File: src/rtl/usb_tx_pkg.sv
// Shared definitions for the full-speed USB transmit serializer: FSM states,
// protocol constants, line-state encodings and the NRZI helper.
package usb_tx_pkg;

   typedef enum logic [2:0] {
      IDLE,
      SYNC,
      DATA,
      EOP_SE0,
      EOP_J
   } TxState;

   localparam logic [7:0] SYNC_BYTE    = 8'h80;
   localparam int         STUFF_LIMIT  = 6;
   localparam int         EOP_SE0_BITS = 2;

   // Line states are packed as {dp, dm}
   localparam logic [1:0] J   = 2'b10;
   localparam logic [1:0] K   = 2'b01;
   localparam logic [1:0] SE0 = 2'b00;

   // NRZI: a 0 bit flips J<->K, a 1 bit leaves the line where it is
   function automatic logic [1:0] nrziNext(input logic [1:0] line, input logic dataBit);
      return dataBit ? line : ~line;
   endfunction

endpackage

File: src/rtl/usb_tx_bit_timer.sv
// Bit-period timer: divides the system clock into USB bit periods and flags
// the last clock of each period so the serializer knows when to launch the
// next bit.
module usb_tx_bit_timer #(
   parameter int CLKS_PER_BIT = 4
) (
   input  logic clk,
   input  logic rst,
   input  logic active,
   output logic bitEnd
);

   localparam int CW = $clog2(CLKS_PER_BIT);
   localparam logic [CW-1:0] LAST_COUNT = CW'(CLKS_PER_BIT - 1);

   logic [CW-1:0] count;

   // Free-run through one bit period at a time while a packet is on the line;
   // hold at zero when idle so the first bit after a handshake gets a full period
   always_ff @(posedge clk or posedge rst) begin
      if (rst) begin
         count <= '0;
      end else if (!active) begin
         count <= '0;
      end else if (count == LAST_COUNT) begin
         count <= '0;
      end else begin
         count <= count + 1'b1;
      end
   end

   // The period boundary is the final count, but only while actually sending
   always_comb begin
      bitEnd = active && (count == LAST_COUNT);
   end

endmodule

File: src/rtl/usb_tx_serializer.sv
// Full-speed USB transmit serializer. Takes packet bytes over a valid/ready
// stream, prepends SYNC, bit-stuffs, NRZI-encodes and finishes with an EOP.
module usb_tx_serializer
   import usb_tx_pkg::*;
#(
   parameter int CLKS_PER_BIT = 4
) (
   input  logic       clk,
   input  logic       rst,
   input  logic [7:0] tx_data,
   input  logic       tx_valid,
   input  logic       tx_last,
   output logic       tx_ready,
   output logic       dp_out,
   output logic       dm_out,
   output logic       tx_active,
   output logic       tx_underrun
);

   TxState     state;
   logic [7:0] shiftReg;
   logic [7:0] holdData;
   logic       holdLast;
   logic [2:0] bitIdx;
   logic [2:0] onesCount;
   logic       stuffPending;
   logic [1:0] eopCount;
   logic [1:0] lineState;
   logic       txActiveReg;
   logic       underrunReg;

   logic       bitEnd;
   logic       byteEnd;
   logic       launchBit;
   logic [2:0] onesNext;

   usb_tx_bit_timer #(
      .CLKS_PER_BIT(CLKS_PER_BIT)
   ) bitTimer (
      .clk   (clk),
      .rst   (rst),
      .active(state != IDLE),
      .bitEnd(bitEnd)
   );

   // Work out what happens at the next bit boundary: whether the current byte
   // (including any owed stuff bit) is finished, which data bit goes out next,
   // and what the run-of-ones count becomes once that bit is on the line.
   // tx_ready is derived from state only so the upstream side never sees a
   // combinational path from its own tx_valid.
   always_comb begin
      byteEnd   = bitEnd && (bitIdx == 3'd7) && !stuffPending;
      launchBit = shiftReg[1];
      if (bitIdx == 3'd7) begin
         launchBit = (state == SYNC) ? holdData[0] : tx_data[0];
      end
      onesNext = launchBit ? (onesCount + 3'd1) : 3'd0;
      tx_ready = (state == IDLE) || ((state == DATA) && byteEnd && !holdLast);
   end

   // Main packet FSM. Every line change happens either at the IDLE handshake
   // (first SYNC bit) or at a bit boundary, so bits, stuff bits and EOP
   // periods all last exactly one timer period. A stuff bit is sent at the
   // boundary after the sixth 1 and keeps the byte open, which is why the
   // byte only ends once nothing is pending.
   always_ff @(posedge clk or posedge rst) begin
      if (rst) begin
         state        <= IDLE;
         shiftReg     <= '0;
         holdData     <= '0;
         holdLast     <= 1'b0;
         bitIdx       <= '0;
         onesCount    <= '0;
         stuffPending <= 1'b0;
         eopCount     <= '0;
         lineState    <= J;
         txActiveReg  <= 1'b0;
         underrunReg  <= 1'b0;
      end else begin
         underrunReg <= 1'b0;
         case (state)
            IDLE: begin
               if (tx_valid) begin
                  holdData     <= tx_data;
                  holdLast     <= tx_last;
                  shiftReg     <= SYNC_BYTE;
                  bitIdx       <= '0;
                  onesCount    <= '0;
                  stuffPending <= 1'b0;
                  lineState    <= nrziNext(J, SYNC_BYTE[0]);
                  txActiveReg  <= 1'b1;
                  state        <= SYNC;
               end
            end
            SYNC, DATA: begin
               if (bitEnd) begin
                  if (stuffPending) begin
                     lineState    <= nrziNext(lineState, 1'b0);
                     onesCount    <= '0;
                     stuffPending <= 1'b0;
                  end else if (bitIdx != 3'd7) begin
                     shiftReg     <= shiftReg >> 1;
                     bitIdx       <= bitIdx + 3'd1;
                     lineState    <= nrziNext(lineState, launchBit);
                     onesCount    <= onesNext;
                     stuffPending <= (onesNext == 3'(STUFF_LIMIT));
                  end else if (state == SYNC) begin
                     shiftReg     <= holdData;
                     bitIdx       <= '0;
                     lineState    <= nrziNext(lineState, launchBit);
                     onesCount    <= onesNext;
                     stuffPending <= (onesNext == 3'(STUFF_LIMIT));
                     state        <= DATA;
                  end else if (!holdLast && tx_valid) begin
                     shiftReg     <= tx_data;
                     holdLast     <= tx_last;
                     bitIdx       <= '0;
                     lineState    <= nrziNext(lineState, launchBit);
                     onesCount    <= onesNext;
                     stuffPending <= (onesNext == 3'(STUFF_LIMIT));
                  end else begin
                     underrunReg  <= !holdLast;
                     lineState    <= SE0;
                     eopCount     <= '0;
                     state        <= EOP_SE0;
                  end
               end
            end
            EOP_SE0: begin
               if (bitEnd) begin
                  if (eopCount == 2'(EOP_SE0_BITS - 1)) begin
                     lineState <= J;
                     state     <= EOP_J;
                  end else begin
                     eopCount <= eopCount + 2'd1;
                  end
               end
            end
            EOP_J: begin
               if (bitEnd) begin
                  txActiveReg <= 1'b0;
                  state       <= IDLE;
               end
            end
            default: begin
               lineState <= J;
               state     <= IDLE;
            end
         endcase
      end
   end

   // The pins come straight from registers so the bus driver sees clean edges
   always_comb begin
      dp_out      = lineState[1];
      dm_out      = lineState[0];
      tx_active   = txActiveReg;
      tx_underrun = underrunReg;
   end

endmodule

File: config.mk
export PLATFORM = sky130hd
export DESIGN_NAME = usb_tx_serializer
export DESIGN_NICKNAME = d
export VERILOG_FILES = /design/src/rtl/usb_tx_pkg.sv /design/src/rtl/usb_tx_bit_timer.sv /design/src/rtl/usb_tx_serializer.sv
export SDC_FILE = /design/constraint.sdc
export NUM_CORES = 1
export LEC_CHECK = 0
export CORE_UTILIZATION = 55
export CTS_CLUSTER_DIAMETER = 80
export DETAILED_ROUTE_END_ITERATION = 8
export MAX_ROUTING_LAYER = met4
export PLACE_DENSITY = 0.77
export SYNTH_ARGS = -nofsm -noshare
export SYNTH_HDL_FRONTEND = slang
export SYNTH_SLANG_ARGS = --single-unit
File: constraint.sdc
create_clock -name clk -period 3 [get_ports clk]
set_input_delay 0.3 -clock clk [delete_from_list [all_inputs] [get_ports clk]]
set_output_delay 0.3 -clock clk [all_outputs]
set_load 0.05 [all_outputs]
==> results of run 1 <==
## cells in the mapped netlist (3+ instances only)
library cell	count	share of area (%)
dfrtp_1	33	43
nand2_1	14	2.7
o21ai_0	14	3.6
mux2_2	13	7.6
a21oi_1	12	3.1
a21o_1	11	4.3
a211oi_1	7	2.7
inv_1	7	1.4
mux2i_1	7	3.6
nand2b_1	7	2.3
ha_1	5	3.2
nor2b_1	5	1.6
buf_2	4	1.0
a22o_1	3	1.4
clkbuf_1	3	0.58
nor2_1	3	0.58
nor3_1	3	0.78
## area by class of cell
cell class / count / area [um^2]
Clock buffer: 8 / 58.8
Timing Repair Buffer: 20 / 190
Tap cell: 46 / 57.6
Sequential cell: 34 / 852
Inverter: 8 / 30.0
Multi-Input combinational cell: 135 / 977
Fill cell: 299 / 1170
## through the flow
| stage | instances | hold slack [ns] |
|---|---|---|
| 4_1_cts | 251 | 0.323 |
| 6_report | 251 | 0.327 |
| 2_1_floorplan | 188 | 0.372 |
| 3_5_place_dp | 243 | 0.438 |
| 5_1_grt | 251 | 0.371 |
| 3_3_place_gp | 243 | 0.429 |
## layer usage
layer	global-route usage (%)	vias up	wire length, um
met5	-	-	0
met4	10.1	0	66
met3	5.88	8	193
met2	41.0	45	1920
met1	26.4	722	1570
li1	-	717	-
## kinds of logic after synthesis
logic type | count (synthesis) | share of synthesized area, %
compound gates | 62 | 21.8
simple gates | 47 | 14.0
flops | 34 | 44.2
mux | 20 | 11.2
buf+inv | 19 | 5.13
fa+ha+maj | 5 | 3.24
xor+xnor | 1 | 0.454
## sequential cells by signal, summed over array words and instances (netlist names), 2 cells and up
name and cells:
bitTimer.count 2, onesCount 3, shiftReg 7, holdData 8, eopCount 2, lineState 2, state 3, bitIdx 3
## where the power goes
group          leakage, uW  switching, uW  total (uW)  internal [uW]
clock            0.0000326            150         266            116
sequential        0.000424            176         806            630
combinational     0.000534            611        1100            493
## final timing paths
path	from	to	cells after the start
worst max-delay path	bitTimer.count[0]$_DFF_PP0_	tx_ready	6
worst min-delay path	rst	state[1]$_DFFE_PP0P_	2
worst max register to register	bitIdx[0]$_DFFE_PP0P_	state[1]$_DFFE_PP0P_	7
worst min register to register	bitTimer.count[0]$_DFF_PP0_	bitTimer.count[0]$_DFF_PP0_	1
max in group asynchronous	rst	shiftReg[7]$_DFFE_PP0P_	3
min in group clk	bitTimer.count[0]$_DFF_PP0_	bitTimer.count[0]$_DFF_PP0_	1
==> impl_results.md, run 1 <==
- Pre-CTS setup slack: 0.587 ns
- DR vias: 1492
- Slew margin rel.: 57.5%
- Fmax achieved: 360 MHz
- Post-Syn Area: 1930 um^2
- Most frequent cells in the layout: dfrtp_1, clkdlybuf4s50_1, o21ai_0, nand2_1, mux2_2
- Total grt overflow: 0
- Worst reg2reg setup slack: 0.83 ns
- Nets: 221
- Final setup fails: 0
- Post-route antenna net violation count: 0
- Placed inst area: 2110 um^2
- Vias in the first global route: 1414
- Buffers & Inverters on Critical Path: 1
- Die width: 61.2 um
- CTS Buffer Depth: 2
- CP top delay family: buffers and inverters
- Endpoint class of the critical path: output pin
- Yosys warning count: 0
- Register area share after synthesis: 44.2%
- H-Tree Depth: 2
- Status: finished, final reports clean
- EDFF count, synth: 0
- CTS root buf: clkbuf_4
- Maximum Capacitance Violations: 0
- Cells after synthesis: 188
- Final hold violations: 0
- RePlAce Congestion: 0.946
- CP startpoint kind: register
- TNS Setup: 0 ns
- Cts bufs inserted: 5
- Via/cell ratio: 5.94
- Seq cells post-synth: 34
- # hold bufs at CTS: 0
- CTS sink cnt: 34
- Power density cells: 1000 nW/um^2
- Pleak: 0.000990 uW
- Global Route Usage Sum: 23.9%
- Crit-path max FO: 10
- IO buf count: 16
- Core box area: 3340 um^2
- Syn_nets: 205
- Synth cell types: 48
- Row cnt: 21
- Die height: 61.2 um
- Drt pass-1 iters: 5
- Worst-Skew Late Latency: 0.34 ns
- Largest net degree at the start of global routing: 22
- Layout cells sized above 1: 15.1%
- Area growth syn-to-layout: 12.3%
- Asr flop ratio synth: 100%
- Syn_area_per_cell: 10.3 um^2
- Final core occ: 64.9%
- Clk_skew: 0.0105 ns
- CP Data Arrival Time: 2.48 ns
- Post-CTS setup buffer count: 0
- Fin. max-slew vios: 0
- Cts repair resizes: 0
- Avg WL per Cell: 14.9 um
- ANT cells: 0
- Final instance area: 2170 um^2
- Top Ports: 17
- Commonest non-fill, non-tap cell in the layout: dfrtp_1
- CTS tree: done
- Primary FF master, synth: dfrtp_1
- Crit-path cells: ha_1 -> nor2b_1 -> nand3b_1 -> a21oi_1 -> and2_1 -> clkdlybuf4s50_1
- Drc violations: 0
- First-pass GRT wire length: 6200 um
- Critical path class: reg -> out
- Starting density of the core: 57.8%
- Initial antenna violation count: 0
- RSZ-0062 raised after global routing: false
- VDD IR-drop max: 0.488 mV
- DP HPWL: 2680 um
- Reg clk slew, reported paths: 0.11 ns
- Post-route setup slack: 0.225 ns
- Required time worst endpoint: 2.70 ns
- Worst slew pin tran: 0.638 ns
- CP max stage cell: clkdlybuf4s50_1
- CP max stage delay: 0.79 ns
- Min Tclk post-route: 2.78 ns
- Hold WC Path Type: in -> async
- Overall power: 2180 uW
- Full die area: 3750 um^2
- Routed wire length: 3750 um
- Crit share post-route: 92.5%
- DRT iter0 DRCs: 76
(Power assumes the default switching activity.)
==> inputs of run 2 (changes only) <==
--- a/config.mk
+++ b/config.mk
@@ -5,11 +5,13 @@
 export SDC_FILE = /design/constraint.sdc
 export NUM_CORES = 1
 export LEC_CHECK = 0
-export CORE_UTILIZATION = 55
+export CELL_PAD_IN_SITES_DETAIL_PLACEMENT = 0
+export CELL_PAD_IN_SITES_GLOBAL_PLACEMENT = 2
+export CORE_UTILIZATION = 40
 export CTS_CLUSTER_DIAMETER = 80
 export DETAILED_ROUTE_END_ITERATION = 8
 export MAX_ROUTING_LAYER = met4
-export PLACE_DENSITY = 0.77
+export PLACE_DENSITY_LB_ADDON = 0.1
 export SYNTH_ARGS = -nofsm -noshare
 export SYNTH_HDL_FRONTEND = slang
 export SYNTH_SLANG_ARGS = --single-unit
==> run 2 against run 1 <==
Compared with the run above:
- clock skew down 0.0058 ns
- global-route usage down 5.3 points
- die area rose by 36%
- maximum frequency grew 1.4%
- register-to-register slack lost 0.06 ns
- largest power group unchanged
- count of clock-buffer cells in the layout is 1 lower
- sequential share of layout area is 0.71 points lower
- combinational power is essentially flat
- clock power increased by 32%
==> impl_results.md, run 2 (synthesized netlist as in run 1, its figures left out) <==
- Status: finished, final reports clean
- Area growth syn-to-layout: 14.4%
- Crit path from: bitTimer.count[0]$_DFF_PP0_
- H-Tree Depth: 2
- Reg2Reg Depth: 8
- DP HPWL: 2770 um
- # hold bufs at CTS: 0
- Fmax achieved: 365 MHz
- Die width: 71.4 um
- CP startpoint kind: register
- Pleak: 0.00101 uW
- CTS root buf: clkbuf_8
- Footprint of the multi-input gates: 977 um^2
- CTS Buffer Depth: 2
- Most frequent cells in the layout: dfrtp_1, clkdlybuf4s50_1, o21ai_0, nand2_1, mux2_2
- Largest reg by FF count: holdData
- RSZ-0062 raised after global routing: false
- Worst reg2reg setup slack: 0.77 ns
- Crit path depth: 6
- First-pass GRT wire length: 7120 um
- Final core occ: 49.0%
- Avg WL per Cell: 15.4 um
- Vias in the first global route: 1497
- Top flop regs: holdData x8, shiftReg x7
- CTS tree: done
- Global Route Usage Sum: 18.6%
- DRT iter0 DRCs: 182
- CP max stage cell: clkdlybuf4s50_1
- Critical path destination: tx_ready
- IO buf count: 16
- RePlAce Congestion: 0.812
- Layout cells sized above 1: 15.6%
- Post-CTS setup buffer count: 0
- Filler cell count: 434
- Top Ports: 17
- Drt pass-1 iters: 4
- Power density cells: 1030 nW/um^2
- Worst r2r src: bitIdx[0]$_DFFE_PP0P_
- Via/cell ratio: 5.70
- Cts bufs inserted: 5
- Slew margin rel.: 57.0%
- ANT cells: 0
- Critical path class: reg -> out
- Commonest non-fill, non-tap cell in the layout: dfrtp_1
- Crit-path cells: ha_1 -> nor2b_1 -> nand3b_1 -> a21oi_1 -> and2_1 -> clkdlybuf4s50_1
- Final hold violations: 0
- Full die area: 5100 um^2
- Total grt overflow: 0
- Final setup fails: 0
- CP max stage delay: 0.79 ns
- Routed wire length: 3970 um
- Min Tclk post-route: 2.74 ns
- Largest net degree at the start of global routing: 35
- DR vias: 1465
- Cts repair resizes: 0
- CTS sink cnt: 34
- Worst slew pin tran: 0.645 ns
- Final instance area: 2210 um^2
- Fin. max-slew vios: 0
- Core box area: 4500 um^2
- Clk_skew: 0.00475 ns
- Buffers & Inverters on Critical Path: 1
- Hold WC Path Type: in -> async
- Number of flip-flops in the largest register: 8
- Post-route antenna net violation count: 0
- Initial antenna violation count: 0
- CP Data Arrival Time: 2.44 ns
- Die height: 71.4 um
- Endpoint class of the critical path: output pin
- Starting density of the core: 42.8%
- VDD IR-drop max: 0.317 mV
- Required time worst endpoint: 2.70 ns
- RR Endpoint: state[1]$_DFFE_PP0P_
- Crit share post-route: 91.3%
- Nets: 221
- Maximum Capacitance Violations: 0
- CP top delay family: buffers and inverters
- Worst-Skew Late Latency: 0.28 ns
- Drc violations: 0
- TNS Setup: 0 ns
- Row cnt: 24
- Placed inst area: 2110 um^2
- Sequential cell area: 852 um^2
- Crit-path max FO: 10
- Reg clk slew, reported paths: 0.07 ns
## run 2: cell count changes in the layout (fill, tap and decap cells not counted)
| cell | change |
|---|---|
| clkbuf_1 | -1 |
| clkinv_2 | +1 |
| clkbuf_4 | -5 |
| clkbuf_8 | +5 |
## run 2: worst min-delay path by stage
stage / endpoint / slack, ns / cells past startpoint
detailed placement: bitTimer.count[0]$_DFF_PP0_ / 0.45 / 1
CTS: tx_active$_DFFE_PP0P_ / 0.43 / 3
global route: tx_active$_DFFE_PP0P_ / 0.46 / 3
finish: tx_active$_DFFE_PP0P_ / 0.41 / 3
global placement: bitTimer.count[0]$_DFF_PP0_ / 0.43 / 1
floorplan: tx_underrun$_DFF_PP0_ / 0.37 / 1
## run 2: final cells by class
class                      instances  share of cell area (%)
clock inverter                     1                   0.227
sequential                        34                    38.6
clock buffer                       7                    3.91
timing repair buffer              20                    8.62
multi-input combinational        135                    44.3
inverter                           8                    1.36
tap                               52                    2.95
## run 2: per-layer routing
metal	routed length, um	vias up	track usage, %
li1	-	721	-
met1	1920	711	23.7
met2	1860	29	28.8
met3	145	4	4.92
met4	34	0	6.44
met5	0	-	-
## run 2: stage by stage
step | power (uW) | setup WS (ns) | hold WS (ns) | std cells
after floorplan | 1680 | 1.18 | 0.372 | 188
after global placement | 1900 | 0.639 | 0.429 | 249
after detailed placement | 1930 | 0.572 | 0.450 | 249
after CTS | 2290 | 0.263 | 0.433 | 257
after global routing | 2460 | 0.0320 | 0.463 | 257
final | 2260 | 0.262 | 0.414 | 257
## run 2: tightest hold or removal path, cell delays in order
cell             delay, ns
clkdlybuf4s50_1       0.40
inv_1                 0.05
buf_4                 0.38
## run 2: report_power, final
part	switching (uW)	total [uW]	internal [uW]
Combinational	612	1100	492
Sequential	178	809	631
Clock	164	350	185
Total	954	2260	1310
==> inputs of run 3 (changes only) <==
--- a/config.mk
+++ b/config.mk
@@ -5,6 +5,7 @@
 export SDC_FILE = /design/constraint.sdc
 export NUM_CORES = 1
 export LEC_CHECK = 0
+export CAP_MARGIN = 25
 export CELL_PAD_IN_SITES_DETAIL_PLACEMENT = 0
 export CELL_PAD_IN_SITES_GLOBAL_PLACEMENT = 2
 export CORE_UTILIZATION = 40
==> results of run 3 <==
Final layout, timing and power as in run 2 (identical DEF).
